<file path="config.mk">
export PLATFORM = sky130hd
export DESIGN_NAME = iob_iob2wishbone
export DESIGN_NICKNAME = d
export VERILOG_FILES = /design/src/rtl/iob_iob2wishbone.sv
export SDC_FILE = /design/constraint.sdc
export NUM_CORES = 1
export LEC_CHECK = 0
export ABC_CLOCK_PERIOD_IN_PS = 1900
export CORE_MARGIN = 5
export CORE_UTILIZATION = 24
export DETAILED_ROUTE_END_ITERATION = 6
export PLACE_DENSITY = 0.5
export REMOVE_ABC_BUFFERS = 1
export SYNTH_ARGS = -nofsm -noshare
export SYNTH_HDL_FRONTEND = slang
export SYNTH_SLANG_ARGS = --single-unit
</file>
<file path="constraint.sdc">
create_clock -name clk_i -period 1.9 [get_ports clk_i]
set_input_delay 0.38 -clock clk_i [delete_from_list [all_inputs] [get_ports clk_i]]
set_output_delay 0.38 -clock clk_i [all_outputs]
set_load 0.005 [all_outputs]
</file>
<file path="src/rtl/iob_iob2wishbone.sv">
`default_nettype none
// ============================================================================
// Module      : iob_iob2wishbone
// Description : IOb slave to Wishbone classic master bridge, one outstanding
//               transaction. Define IOB2WB_TIMEOUT_EN to add a watchdog abort.
// Revision    : 1.0 - initial release
// ============================================================================
module iob_iob2wishbone #(
    parameter int ADDR_W    = 32,
    parameter int DATA_W    = 32,
    parameter int TIMEOUT_W = 8
) (
    input  logic                clk_i,
    input  logic                arst_n_i,
    input  logic                valid_i,
    input  logic [ADDR_W-1:0]   address_i,
    input  logic [DATA_W-1:0]   wdata_i,
    input  logic [DATA_W/8-1:0] wstrb_i,
    output logic [DATA_W-1:0]   rdata_o,
    output logic                ready_o,
    output logic                error_o,
    output logic [ADDR_W-1:0]   wb_addr_o,
    output logic [DATA_W-1:0]   wb_data_o,
    output logic [DATA_W/8-1:0] wb_select_o,
    output logic                wb_we_o,
    output logic                wb_cyc_o,
    output logic                wb_stb_o,
    input  logic [DATA_W-1:0]   wb_data_i,
    input  logic                wb_ack_i,
    input  logic                wb_err_i
);

    localparam int STRB_W = DATA_W / 8;

    typedef enum logic [0:0] {
        IDLE = 1'b0,
        BUSY = 1'b1
    } state_t;

    state_t              state;
    state_t              state_nxt;
    logic [ADDR_W-1:0]   addr_q;
    logic [DATA_W-1:0]   wdata_q;
    logic [STRB_W-1:0]   select_q;
    logic                we_q;
    logic [DATA_W-1:0]   rdata_q;
    logic                ready_q;
    logic                error_q;
    logic                accept;
    logic                respond;
    logic                timeout;

    assign accept  = (state == IDLE) && valid_i;
    assign respond = (state == BUSY) && (wb_ack_i || wb_err_i);

`ifdef IOB2WB_TIMEOUT_EN
    // Counter holds the number of completed silent BUSY cycles, so the abort
    // fires on the cycle in which it would reach 2^TIMEOUT_W-1.
    localparam logic [TIMEOUT_W-1:0] LAST_COUNT = TIMEOUT_W'((2 ** TIMEOUT_W) - 2);

    logic [TIMEOUT_W-1:0] counter;

    always_ff @(posedge clk_i or negedge arst_n_i) begin
        if (!arst_n_i) begin
            counter <= '0;
        end else if (accept) begin
            counter <= '0;
        end else if ((state == BUSY) && !respond) begin
            counter <= counter + 1'b1;
        end
    end

    assign timeout = (state == BUSY) && !respond && (counter == LAST_COUNT);
`else
    // No watchdog: the cycle only ends on a Wishbone response.
    assign timeout = 1'b0 & (TIMEOUT_W > 0);
`endif

    always_ff @(posedge clk_i or negedge arst_n_i) begin
        if (!arst_n_i) begin
            state <= IDLE;
        end else begin
            state <= state_nxt;
        end
    end

    always_comb begin
        state_nxt = state;
        case (state)
            IDLE:    if (accept) state_nxt = BUSY;
            BUSY:    if (respond || timeout) state_nxt = IDLE;
            default: state_nxt = IDLE;
        endcase
    end

    // Request is frozen at acceptance so the bus stays stable for the whole cycle.
    always_ff @(posedge clk_i or negedge arst_n_i) begin
        if (!arst_n_i) begin
            addr_q   <= '0;
            wdata_q  <= '0;
            select_q <= '0;
            we_q     <= 1'b0;
        end else if (accept) begin
            addr_q   <= address_i;
            wdata_q  <= wdata_i;
            we_q     <= |wstrb_i;
            select_q <= (|wstrb_i) ? wstrb_i : {STRB_W{1'b1}};
        end
    end

    always_ff @(posedge clk_i or negedge arst_n_i) begin
        if (!arst_n_i) begin
            rdata_q <= '0;
            ready_q <= 1'b0;
            error_q <= 1'b0;
        end else begin
            ready_q <= respond || timeout;
            error_q <= (respond && wb_err_i) || timeout;
            if (respond && wb_ack_i && !wb_err_i && !we_q) begin
                rdata_q <= wb_data_i;
            end
        end
    end

    assign rdata_o     = rdata_q;
    assign ready_o     = ready_q;
    assign error_o     = error_q;
    assign wb_addr_o   = addr_q;
    assign wb_data_o   = wdata_q;
    assign wb_select_o = select_q;
    assign wb_we_o     = we_q;
    assign wb_cyc_o    = (state == BUSY);
    assign wb_stb_o    = (state == BUSY);

endmodule
`default_nettype wire

</file>
==> metrics.txt <==
status=finished, final reports clean; # diodes=0; met3 usage=0.0522; Slew headroom=0.794; clk buf depth=2; Clock Skew=8.27 ps; initial antenna violation count=0; Critical Path Max Stage Delay=540 ps; Non-Filler Instances=674; Total GRT Usage=0.111; routability cong.=0.725; Netlist cell types=16; Post-DRT Antenna Nets=0; busiest grt layer=met2; min Tclk post-route=1750 ps; post-synth top area share=0.633; Post-Synthesis Cell Area=4110 um^2; #FFs+latches synth=104; H-tree lvl count=3; P_leak=0.00280 uW; Final Hold Viols=0; met1 Use GR=0.128; top_reg_cell synth=dfrtp_1; EDFF count, synth=0; Setup violations, final=0; CP endpoint kind=output port; Detailed Route WL=11.1 mm; max-slew violation count=0; # placed instances=657; Syn Area/Cell=17.6 um^2; worst path cell trace=clkdlybuf4s50_1; PortBufs=209; Hold Crit Class=in2async; Slowest cell on crit path=clkdlybuf4s50_1; RSZ-0062 raised after global routing=no; met2 Track Usage GR=0.187; IR Drop Worst-Case VDD=0.000562 V; Die W=141 um; clock latency on the worst-skew pair=350 ps; Die Span Y=141 um; nets=554; Pwr Total=6880 uW; data arrival time of the worst path=1370 ps; Final Core Density=0.407; Num CTS Buffers=9; CP required=1520 ps; top cells by area, synth=dfrtp_1, mux2_2, mux2_4; wire per inst=16.4 um; vias=2713; Setup CP Type=reg2out; row cnt=47; area leader, netlist=dfrtp_1; Clk pin slew, worst setup/hold paths=70 ps; Tcrit/Tclk final=0.923; FMAX=570 MHz; share of layout cells above drive strength 1=0.282; post-synthesis sequential area ratio=0.633; DIE AREA=19800 um^2; largest net degree at the start of global routing=55; first-pass GRT wire length=17.2 mm; top post-synthesis cells by count=dfrtp_1, mux2_2, mux2_4; Worst Path Buf+Inv=1; Max Cap Viol=0; actual slew at the worst max-slew pin=308 ps; DRT iter0 DRCs=57; area delta synth->final=65.4%; total iterations of the first detailed-routing run=4; initial core utilization=0.246; Avg Vias per Cell=4.03; Synth Warn #=0; Cells after Synth=233; CTS Sinks=104; family with the most delay on the worst path=buffers and inverters; Startpoint Class=register; Clock Tree Root=clkbuf_16; DP Wirelength=8.20 mm; vias in the first global route=2930; Setup Buffers After CTS=0; Core Box Area=16700 um^2; Overflow after GRT=0; count leader, synth=dfrtp_1; Max Fanout on Critical Path=11; final hold slack=442 ps; TritonCTS clock tree=done; FFs w/ async S/R, synth=1.00; IO Count=210; Cell Pwr Density=1010 nW/um^2; detailed-route DRC error count=0
-- state kept, by name, indices dropped and copies added (netlist names) --
signal and count:
rdata_o 32, wb_addr_o 32, wb_data_o 32, wb_select_o 4
error_o 1, ready_o 1, wb_cyc_o 1, wb_we_o 1
-- logic make-up (layout without fill, tap and decap cells) --
logic type,count (synthesis),after routing,synth area share
DFF,104,104,0.633
muxes,97,97,0.293
and+or+nand+nor,14,14,0.0237
buffers and inverters,13,234,0.0396
AOI/OAI and AO/OA,5,5,0.0103
-- per-layer routing --
metal / vias to the layer above / wire (um)
met5: - / 0
met4: 0 / 128
met3: 7 / 973
met2: 104 / 5590
met1: 1346 / 4390
li1: 1256 / -
-- worst paths after layout --
kind | startpoint | endpoint | slack, ps | cells after the start
hold / removal | arst_n_i | wb_data_o[27] | 440 | 2
min in group clk_i | wb_data_o[16] | wb_data_o[16] | 510 | 1
setup / recovery | wb_cyc_o | wb_stb_o | 150 | 1
max in group asynchronous | arst_n_i | wb_addr_o[2] | 880 | 3
setup reg to reg | wb_cyc_o | rdata_o[18] | 400 | 3
hold reg to reg | wb_data_o[16] | wb_data_o[16] | 510 | 1
-- worst reg2reg max path, cell delays in order (launching register included) --
cell      delay, ps
dfrtp_2         480
and4bb_2        290
buf_12          240
mux2_2          370
-- report_power, final --
part	switching (uW)	total, uW	internal (uW)
Sequential	226	2870	2640
Clock	853	2150	1300
Combinational	501	1860	1350
Total	1580	6880	5300
-- stage by stage --
stage	area (um^2)	setup TNS [ps]	worst slack [ps]
3_5_place_dp	6440	-11.7	-10.1
3_3_place_gp	6440	0	15.0
4_1_cts	6800	0	2.55
2_1_floorplan	3950	-164840	-2210
6_report	6800	0	147
5_1_grt	6800	0	76.8
-- layout by cell type (no fill, tap or decap) --
cell type	synthesis	layout
a21o_1	1	1
and2_1	1	1
and4bb_2	0	1
buf_12	3	5
buf_4	1	4
bufinv_16	0	3
clkbuf_1	0	1
clkbuf_16	0	9
clkdlybuf4s50_1	0	208
clkinv_4	0	2
dfrtp_1	104	103
dfrtp_2	0	1
dlygate4sd3_1	0	1
inv_6	0	1
mux2_2	67	67
mux2_4	30	30
nor2_1	1	1
nor2b_1	2	1
nor2b_4	0	1
nor3_1	4	4
o22a_1	4	4
or3b_2	4	4
or4_1	1	1
-- cell type report --
class / count / area, um^2
multi-input cells: 116 / 1350
repair buffers: 218 / 2220
clock inverters: 6 / 116
clock buffers: 10 / 229
well taps: 220 / 275
flip-flops and latches: 104 / 2600
fillers: 1568 / 9900
-- timing repair --
action / 4_1_cts / 5_1_grt
hold buffers: 1 / 0
hold endpoints to repair: 13 / 0
setup endpoints to repair: 0 / 2
resized for setup: 0 / 1
Note: power is estimated with default switching activity, not from simulation.
